File: src/rtl/issue_ctrl_pkg.sv
// Shared types for the issue controller: FSM state encoding and outstanding-op counter width.
package issue_ctrl_pkg;

  localparam int unsigned OUTST_W = 4;

  typedef logic [OUTST_W-1:0] outst_cnt_t;

  typedef enum logic [1:0] {
    ST_IDLE  = 2'd0,
    ST_DRAIN = 2'd1,
    ST_DONE  = 2'd2
  } issue_state_e;

endpackage

File: src/rtl/issue_ctrl_sb.sv
// Register scoreboard: one pending bit per x1..x31, single set and clear port, three read ports.
module issue_sb
  import issue_ctrl_pkg::*;
(
  input  logic       clk,
  input  logic       rst_n,
  input  logic       set_en,
  input  logic [4:0] set_idx,
  input  logic       clr_en,
  input  logic [4:0] clr_idx,
  input  logic [4:0] rd_idx_a,
  input  logic [4:0] rd_idx_b,
  input  logic [4:0] rd_idx_c,
  output logic       rd_a,
  output logic       rd_b,
  output logic       rd_c
);

  logic [31:1] sb_q;
  logic [31:1] sb_d;
  logic [31:0] sb_view;

  // x0 reads as a hard zero so callers never need to special-case it
  assign sb_view = {sb_q, 1'b0};
  assign rd_a    = sb_view[rd_idx_a];
  assign rd_b    = sb_view[rd_idx_b];
  assign rd_c    = sb_view[rd_idx_c];

  always_comb begin
    sb_d = sb_q;
    for (int unsigned i = 1; i < 32; i++) begin
      if (clr_en && (clr_idx == 5'(i))) sb_d[i] = 1'b0;
      if (set_en && (set_idx == 5'(i))) sb_d[i] = 1'b1;
    end
  end

  always_ff @(posedge clk or negedge rst_n) begin
    if (!rst_n) sb_q <= '0;
    else        sb_q <= sb_d;
  end

endmodule

File: src/rtl/issue_ctrl.sv
// In-order issue gate with RAW/WAW scoreboard, long-latency op limit and drain/fence FSM.
// Optional stall performance counter enabled by defining ISSUE_PERF_EN.
module issue_ctrl
  import issue_ctrl_pkg::*;
#(
  parameter int unsigned OUTST_MAX = 4
) (
  input  logic        clk,
  input  logic        rst_n,
  input  logic        id_valid_i,
  output logic        id_ready_o,
  input  logic        id_rs1_en_i,
  input  logic        id_rs2_en_i,
  input  logic        id_rd_en_i,
  input  logic [4:0]  id_rs1_idx_i,
  input  logic [4:0]  id_rs2_idx_i,
  input  logic [4:0]  id_rd_idx_i,
  input  logic        id_long_lat_i,
  output logic        issue_valid_o,
  input  logic        ex_ready_i,
  input  logic        wb_valid_i,
  input  logic [4:0]  wb_idx_i,
  input  logic        flush_i,
  input  logic        drain_i,
  output logic        drain_done_o,
  output logic        sb_err_o
`ifdef ISSUE_PERF_EN
  ,
  output logic [31:0] stall_cnt_o
`endif
);

  issue_state_e state_q, state_d;
  outst_cnt_t   outst_cnt;
  logic         hit_rs1, hit_rs2, hit_rd;
  logic         hazard, full, idle;
  logic         fire, long_fire, wb_ok;

  issue_sb u_sb (
    .clk      (clk),
    .rst_n    (rst_n),
    .set_en   (long_fire & id_rd_en_i & (id_rd_idx_i != 5'd0)),
    .set_idx  (id_rd_idx_i),
    .clr_en   (wb_valid_i),
    .clr_idx  (wb_idx_i),
    .rd_idx_a (id_rs1_idx_i),
    .rd_idx_b (id_rs2_idx_i),
    .rd_idx_c (id_rd_idx_i),
    .rd_a     (hit_rs1),
    .rd_b     (hit_rs2),
    .rd_c     (hit_rd)
  );

  assign hazard = (id_rs1_en_i & hit_rs1) | (id_rs2_en_i & hit_rs2) | (id_rd_en_i & hit_rd);
  assign full   = id_long_lat_i & (outst_cnt == OUTST_W'(OUTST_MAX));
  assign idle   = (state_q == ST_IDLE);

  // rst_n gating keeps the handshake quiet while reset is held
  assign issue_valid_o = rst_n & id_valid_i & ~hazard & ~full & ~flush_i & idle;
  assign id_ready_o    = rst_n & ((ex_ready_i & ~hazard & ~full & idle) | flush_i);

  assign fire      = issue_valid_o & ex_ready_i;
  assign long_fire = fire & id_long_lat_i;
  assign wb_ok     = wb_valid_i & (outst_cnt != '0);

  always_ff @(posedge clk or negedge rst_n) begin
    if (!rst_n) begin
      outst_cnt <= '0;
      sb_err_o  <= 1'b0;
    end else begin
      case ({long_fire, wb_ok})
        2'b10:   outst_cnt <= outst_cnt + 1'b1;
        2'b01:   outst_cnt <= outst_cnt - 1'b1;
        default: outst_cnt <= outst_cnt;
      endcase
      if (wb_valid_i && (outst_cnt == '0)) sb_err_o <= 1'b1;
    end
  end

  always_ff @(posedge clk or negedge rst_n) begin
    if (!rst_n) state_q <= ST_IDLE;
    else        state_q <= state_d;
  end

  always_comb begin
    state_d      = state_q;
    drain_done_o = 1'b0;
    case (state_q)
      ST_IDLE:  if (drain_i) state_d = ST_DRAIN;
      ST_DRAIN: if (outst_cnt == '0) state_d = ST_DONE;
      ST_DONE: begin
        drain_done_o = 1'b1;
        state_d      = ST_IDLE;
      end
      default:  state_d = ST_IDLE;
    endcase
  end

`ifdef ISSUE_PERF_EN
  always_ff @(posedge clk or negedge rst_n) begin
    if (!rst_n) begin
      stall_cnt_o <= '0;
    end else if (id_valid_i && !issue_valid_o && !flush_i && (stall_cnt_o != '1)) begin
      stall_cnt_o <= stall_cnt_o + 32'd1;
    end
  end
`endif

endmodule

File: config.mk
export PLATFORM = sky130hd
export DESIGN_NAME = issue_ctrl
export DESIGN_NICKNAME = d
export VERILOG_FILES = /design/src/rtl/issue_ctrl_pkg.sv /design/src/rtl/issue_ctrl_sb.sv /design/src/rtl/issue_ctrl.sv
export SDC_FILE = /design/constraint.sdc
export NUM_CORES = 1
export LEC_CHECK = 0
export ABC_AREA = 1
export CAP_MARGIN = 30
export CORE_ASPECT_RATIO = 1.75
export CORE_MARGIN = 1.5
export CORE_UTILIZATION = 30
export CTS_CLUSTER_DIAMETER = 120
export DETAILED_ROUTE_END_ITERATION = 12
export PLACE_DENSITY_LB_ADDON = 0.3
export SETUP_SLACK_MARGIN = 0.2
export SLEW_MARGIN = 10
export SYNTH_ARGS = -nofsm -noshare
export SYNTH_HDL_FRONTEND = slang
export SYNTH_HIERARCHICAL = 1
export SYNTH_SLANG_ARGS = --single-unit
File: constraint.sdc
create_clock -name clk -period 2.88 [get_ports clk]
set_input_delay 0.432 -clock clk [delete_from_list [all_inputs] [get_ports clk]]
set_output_delay 0.432 -clock clk [all_outputs]
set_load 0.005 [all_outputs]
==> metrics, run 1 <==
antenna violations before repair 0; status finished clean; # nets final 591; Tightest Pin Transition ~0.55 ns; vias in the first global route 3440; CTS tree built; worst-path maximum fanout 4; DR vias/cell 5.16; Mapped Nets 534; final hold violations 0; first-pass GRT wire length roughly 18 mm; HPWL Detailed between 8 and 9 mm; relative slew slack 63.0%; Placement Cell Area 3590 um2; Crit Path Class reg2reg; Final Total Pwr between 1.5 and 2 mW; Die Ht 136 um; CORE AREA 9850 um2; DRT antenna net count 0; unrepaired setup endpoints after global routing false; clk slew on worst S/H paths 0.06 ns; min-delay worst type in2async; crit path to outst_cnt[3]$_DFFE_PN0P_; R2R depth 22; Yosys warnings 6; die width just under 80 um; share of cells above drive strength 1 19.9%; Max Slew Vio Count 0; GRT Util Overall 22.9%; die area 10700 um2; Yosys cell types 28; initial core utilization a little under a third; Max Freq ~400 MHz; final wirelength approximately 12 mm; CP Capture Type flip-flop; Mean Syn Cell Area 6.08 um2; CP Data Arrival Time ~2.7 ns; Skew-Pair Late Insertion Delay between 0.2 and 0.3 ns; Port Buffers 34; Clock Tree Buf Depth 2; CP required 3.06 ns; crit share post-route 87.0%; Placer Congestion between 0.9 and 1; share of the synthesized area in the top cell type 31.4%; num rows 48; Core Util, Final 41.9%; power density over cell area between 400 and 500 nW/um2; clock root buffer master clkbuf_16; VDD IR max just over 0.5 mV; Seq cells post-synth 38; ranking of synthesized cells by area dfrtp_1, nand2_1, nand3_1; clk sink count 38; Tmin final 2.51 ns; Max Cap Violations 0; Worst R2R Start u_sb/sb_q[27]$_DFFE_PN0P_; RR Endpoint outst_cnt[3]$_DFFE_PN0P_; Pre-antenna DRT Iters 5; dominant cell type by area after synthesis dfrtp_1; IO Pins 35; grt ovf 0; Final Setup Violations 0; CTS Hold Bufs 0; CTS H-tree depth 2; Leak 2.16 nW; Area Growth Syn to Fin 36.1%; Seq/Total Area, Yosys 31.4%; CP startpoint u_sb/sb_q[27]$_DFFE_PN0P_; Design Area, Final 4130 um2; Cell Area, Synth 3030 um2; total number of vias between 3000 and 4000; DRC Markers 0; pin count of the biggest net entering global routing 39; ant diodes 0; WL/cell 17.1 um; critical path launch point type flip-flop; Layout Skew 0.00304 ns; internal reg-to-reg setup slack ~0.37 ns; Syn Inst Count 499; CTS buffer count 5; initial DRC count between 150 and 200
-- cells in the mapped netlist --
library cell  number
a32o_1             1
nand4_2            1
xor2_1             2
o31ai_2            1
buf_6              7
nand2_1          227
nand4_1            1
inv_1             41
a21oi_1            1
inv_2              6
xnor2_1            2
nand3_1           80
fa_1               1
o21ai_0           33
nor3_1             1
dfrtp_1           38
or2_2              1
nor2_2             2
nor2_1            34
or2_1              1
buf_2              5
nand3_2            1
clkbuf_1           2
inv_6              3
buf_8              2
o21bai_1           1
and3_1             1
ha_1               3
-- stage by stage --
step / hold WS (ns) / setup TNS (ns) / instances / setup WS [ns]
global route: 0.342 / 0 / 682 / 0.176
CTS: 0.327 / 0 / 681 / 0.206
floorplan: 0.136 / 0 / 499 / 0.379
finish: 0.300 / 0 / 682 / 0.374
global placement: 0.481 / -5.70 / 666 / -0.410
detailed placement: 0.467 / -6.80 / 666 / -0.460
-- registers in the layout (all words and copies together), names as in the netlist --
| register | count |
|---|---|
| u_sb/sb_q | 31 |
| outst_cnt | 4 |
| sb_err_o | 1 |
| state_q | 2 |
-- kinds of logic after synthesis --
kind of cell	Yosys count	share of synthesized area, %
and+or+nand+nor	350	47.6
xor gates and xnor gates	4	1.16
AOI/OAI and AO/OA	37	6.60
adders and majority gates	4	1.90
DFF	38	31.4
buffers and inverters	66	11.3
-- placed cells by master (no fill, tap or decap), types with 12 or more instances in the layout --
cell type	netlist	layout
buf_4	0	20
clkdlybuf4s50_1	0	22
dfrtp_1	38	37
inv_1	41	34
inv_2	6	12
nand2_1	227	208
nand2_2	0	17
nand3_1	80	63
nand3_2	1	18
nor2_1	34	32
o21ai_0	33	33
-- report_power, final --
group	leakage [nW]	internal, mW	switching (mW)
combinational	1.56	0.312	0.346
sequential	0.514	0.587	0.0684
clock	0.0760	0.408	0.234
-- metal layers --
layer	vias to the layer above	track usage, %	part of all wire, %
met5	-	0	0
met4	0	18.7	8.5
met3	50	2.55	4.5
met2	135	40.7	52
met1	1648	23.5	35
li1	1688	-	-
-- area by class of cell --
| cell class | count | area [um2] |
|---|---|---|
| fillers | 1063 | 5720 |
| multi-input cells | 395 | 1940 |
| flip-flops and latches | 38 | 952 |
| repair buffers | 66 | 702 |
| inverters | 50 | 205 |
| well taps | 125 | 156 |
| clock buffers | 5 | 125 |
| clock inverters | 3 | 45.0 |
-- worst min path at each step --
stage / to / from / cells past startpoint / slack, ns
after floorplan: outst_cnt[0]$_DFFE_PN0P_ / rst_n / 0 / 0.14
after global placement: sb_err_o$_DFFE_PN0P_ / sb_err_o$_DFFE_PN0P_ / 1 / 0.48
after detailed placement: sb_err_o$_DFFE_PN0P_ / sb_err_o$_DFFE_PN0P_ / 1 / 0.47
after CTS: state_q[1]$_DFFE_PN0P_ / rst_n / 2 / 0.33
after global routing: u_sb/sb_q[26]$_DFFE_PN0P_ / rst_n / 2 / 0.34
final: state_q[1]$_DFFE_PN0P_ / rst_n / 2 / 0.30
-- repair_timing --
action | 4_1_cts | 5_1_grt
cloned | 2 | 1
pin swaps | 7 | 34
gates resized for setup | 26 | 63
hold endpoints to repair | 0 | 0
buffers inserted | 5 | 0
endpoints found under the setup margin | 32 | 31
-- worst max-delay path: stages, from the launching register on --
cell and delay, ns:
dfrtp_1 0.48, nand2_2 0.13, nand3_1 0.08, nand3_1 0.08
nand2_1 0.05, nand2_1 0.05, nand2_1 0.05, nand2_1 0.06
nand2_2 0.08, nand2_2 0.07, nand2_2 0.06, nor2_4 0.12
buf_6 0.12, nand4_4 0.08, ha_4 0.20, ha_4 0.29
nand2_2 0.05, nor2_2 0.07, nor2_1 0.05, nand2_1 0.05
nand2_1 0.04, nand2_1 0.05, nand2_1 0.05
Power figures use the tool's default switching activity.
==> run 2: changes to the inputs <==
CORE_MARGIN = 3   (was 1.5)
==> run 2 against run 1 <==
Sequential share of layout area rose by 1.4 points. Final cell count fell by 1.6%. Total power rose by 1.2%. Highest routed layer unchanged. Combinational power fell by 9.1%. Sequential cell count did not move. Design area fell by 5.5%. Non-clock buffer count fell by 11. Register-to-register slack got worse by 0.02 ns. Count of clock-buffer cells in the layout did not move. Global-route usage fell by 1.5 points.
==> metrics, run 2 (synthesis results as in run 1) <==
status finished clean (unchanged); final wirelength 11.5 mm (was 11.6 mm); VDD IR max 0.432 mV (was 0.508 mV); relative slew slack 63.2% (was 63.0%); ant diodes 0 (unchanged); initial DRC count 175 (was 152); Critical-path top delay cell dfrtp_1 (unchanged); Max Cap Violations 0 (unchanged); die width 82.0 um (was 79.0 um); CP Capture Type output pin (was flip-flop); min-delay worst type in2async (unchanged); setup_tns 0 ns (unchanged); Max Slew Vio Count 0 (unchanged); Skew-Pair Late Insertion Delay 0.29 ns (about the same); Leak 2.02 nW (was 2.16 nW); final hold violations 0 (unchanged); Worst R2R Start u_sb/sb_q[25]$_DFFE_PN0P_ (was u_sb/sb_q[27]$_DFFE_PN0P_); CP Data Arrival Time 2.09 ns (was 2.69 ns); WL/cell 17.1 um (about the same); Max Freq 396 MHz (was 399 MHz); most common cell after layout, fill and taps aside nand2_1 (unchanged); antenna violations before repair 0 (unchanged); Fillers 1056 (was 1063); worst-path maximum fanout 4 (unchanged); Placer Congestion 0.960 (was 0.934); GR Util met1 22.4% (was 23.5%); Layout Skew 0.00763 ns (was 0.00304 ns); Most Crowded Layer GR met2 (unchanged); met3 usage 2.47% (was 2.55%); internal reg-to-reg setup slack 0.36 ns (was 0.37 ns); Tightest Pin Transition 0.550 ns (was 0.553 ns); num rows 48 (unchanged); # nets final 580 (was 591); Pre-antenna DRT Iters 5 (unchanged); met2 usage 35.4% (was 40.7%); number of flip-flops in the largest register 31 (unchanged); Placement Cell Area 3550 um2 (was 3590 um2); CORE AREA 9850 um2 (unchanged); DRT antenna net count 0 (unchanged); DR vias/cell 5.09 (was 5.16); DRC Markers 0 (unchanged); Tmin final 2.52 ns (was 2.51 ns); GRT Util Overall 21.3% (was 22.9%); critical path launch point type flip-flop (unchanged); crit share post-route 87.6% (was 87.0%); clock root buffer master clkbuf_16 (unchanged); crit-path most repeated cell nand2_1 (unchanged); share of cells above drive strength 1 12.1% (was 19.9%); R2R depth 22 (unchanged); CTS tree built (unchanged); Area Growth Syn to Fin 28.6% (was 36.1%); Crit Path Class reg2out (was reg2reg); Die Ht 139 um (was 136 um); first-pass GRT wire length 18.1 mm (was 18.2 mm); HPWL Detailed 8.77 mm (was 8.79 mm); Final Setup Violations 0 (unchanged); CP required 2.45 ns (was 3.06 ns); pin count of the biggest net entering global routing 39 (unchanged); die area 11400 um2 (was 10700 um2); Clock Tree Buf Depth 2 (unchanged); unrepaired setup endpoints after global routing true (was false); most frequent cells in the layout nand2_1, nand3_1, inv_1, dfrtp_1 (was nand2_1, nand3_1, dfrtp_1); cells along the critical path nand2_1 > nand3_2 > nand3_1 > nand2_1 > nand2_1 > nand2_1 > nand2_1 > nand2_1 > nand2_1 > nand2_1 > nor2_2 > buf_4 > nand3_1 > a21oi_2 > clkbuf_2 (was nand2_2 > nand3_1 > nand3_1 > nand2_1 > nand2_1 > nand2_1 > nand2_1 > nand2_2 > nand2_2 > nand2_2 > nor2_4 > buf_6 > nand4_4 > ha_4 > ha_4 > nand2_2 > nor2_2 > nor2_1 > nand2_1 > nand2_1 > nand2_1 > nand2_1); Top reg by flops u_sb/sb_q (unchanged); grt ovf 0 (unchanged); Design Area, Final 3900 um2 (was 4130 um2); clk sink count 38 (unchanged); clk slew on worst S/H paths 0.06 ns (about the same); CTS buffer count 5 (unchanged); largest registers u_sb/sb_q x31, outst_cnt x4, state_q x2 (unchanged); total number of vias 3413 (was 3521); Port Buffers 34 (unchanged); IO Pins 35 (unchanged); RR Endpoint outst_cnt[3]$_DFFE_PN0P_ (unchanged); vias in the first global route 3495 (was 3440); CP max stage delay 0.46 ns (was 0.48 ns); CTS H-tree depth 2 (unchanged); power density over cell area 507 nW/um2 (was 474 nW/um2); initial core utilization 30.8% (unchanged)
-- run 2: area by class of cell --
cell class                      instances  area, um2  area share (%)
Clock buffer                            5        125            3.21
Clock inverter                          3       68.8            1.76
Inverter                               50        213            5.45
Multi-Input combinational cell        395       1800            46.0
Sequential cell                        38        953            24.4
Tap cell                              125        156            4.01
Timing Repair Buffer                   55        589            15.1
-- run 2: stage by stage --
step | total power [mW] | hold slack, ns | worst slack, ns | utilization [%] | std cells
6_report | 1.98 | 0.303 | 0.356 | 39.6 | 671
5_1_grt | 2.08 | 0.350 | 0.183 | 39.6 | 671
4_1_cts | 1.96 | 0.333 | 0.199 | 39.1 | 671
3_5_place_dp | 1.21 | 0.485 | -0.379 | 36.0 | 659
3_3_place_gp | 1.20 | 0.477 | -0.366 | 36.0 | 659
2_1_floorplan | 1.00 | 0.136 | 0.379 | - | 499
-- run 2: worst max-delay path by stage --
stage / from / endpoint / slack, ns / cells past startpoint
after floorplan: id_rs2_idx_i[0] / outst_cnt[3]$_DFFE_PN0P_ / 0.38 / 24
after global placement: id_rs1_idx_i[1] / id_ready_o / -0.37 / 15
after detailed placement: id_rs1_idx_i[1] / outst_cnt[3]$_DFFE_PN0P_ / -0.38 / 22
after CTS: id_rs2_idx_i[0] / id_ready_o / 0.20 / 17
after global routing: id_rd_idx_i[0] / outst_cnt[3]$_DFFE_PN0P_ / 0.18 / 24
final: u_sb/sb_q[25]$_DFFE_PN0P_ / id_ready_o / 0.36 / 15
-- run 2: timing repair --
| action | in CTS | in global routing |
|---|---|---|
| cloned | 3 | 0 |
| setup endpoints to repair | 5 | 5 |
| hold buffers | 0 | 0 |
| setup buffers | 1 | 0 |
| pin swaps | 3 | 2 |
| resized for setup | 30 | 22 |
-- run 2: worst max-delay path: cells and delay by family (launching register included) --
kind | cells | cell delay [ns]
AND/OR/NAND/NOR | 12 | 0.98
buffers and inverters | 2 | 0.25
flip-flops | 1 | 0.46
AO/OA/AOI/OAI | 1 | 0.12
-- run 2: where the power goes --
group / total (mW) / switching [mW] / internal (mW)
Sequential: 0.653 / 0.0657 / 0.587
Clock: 0.728 / 0.230 / 0.498
Combinational: 0.598 / 0.322 / 0.275
-- run 2: metal layers --
layer  vias up  share of wire [%]  routed length (um)
met5         -                  0                   0
met3        63                4.0                 458
li1       1666                  -                   -
met4         0                 11                1250
met2       133                 50                5690
met1      1551                 35                4050
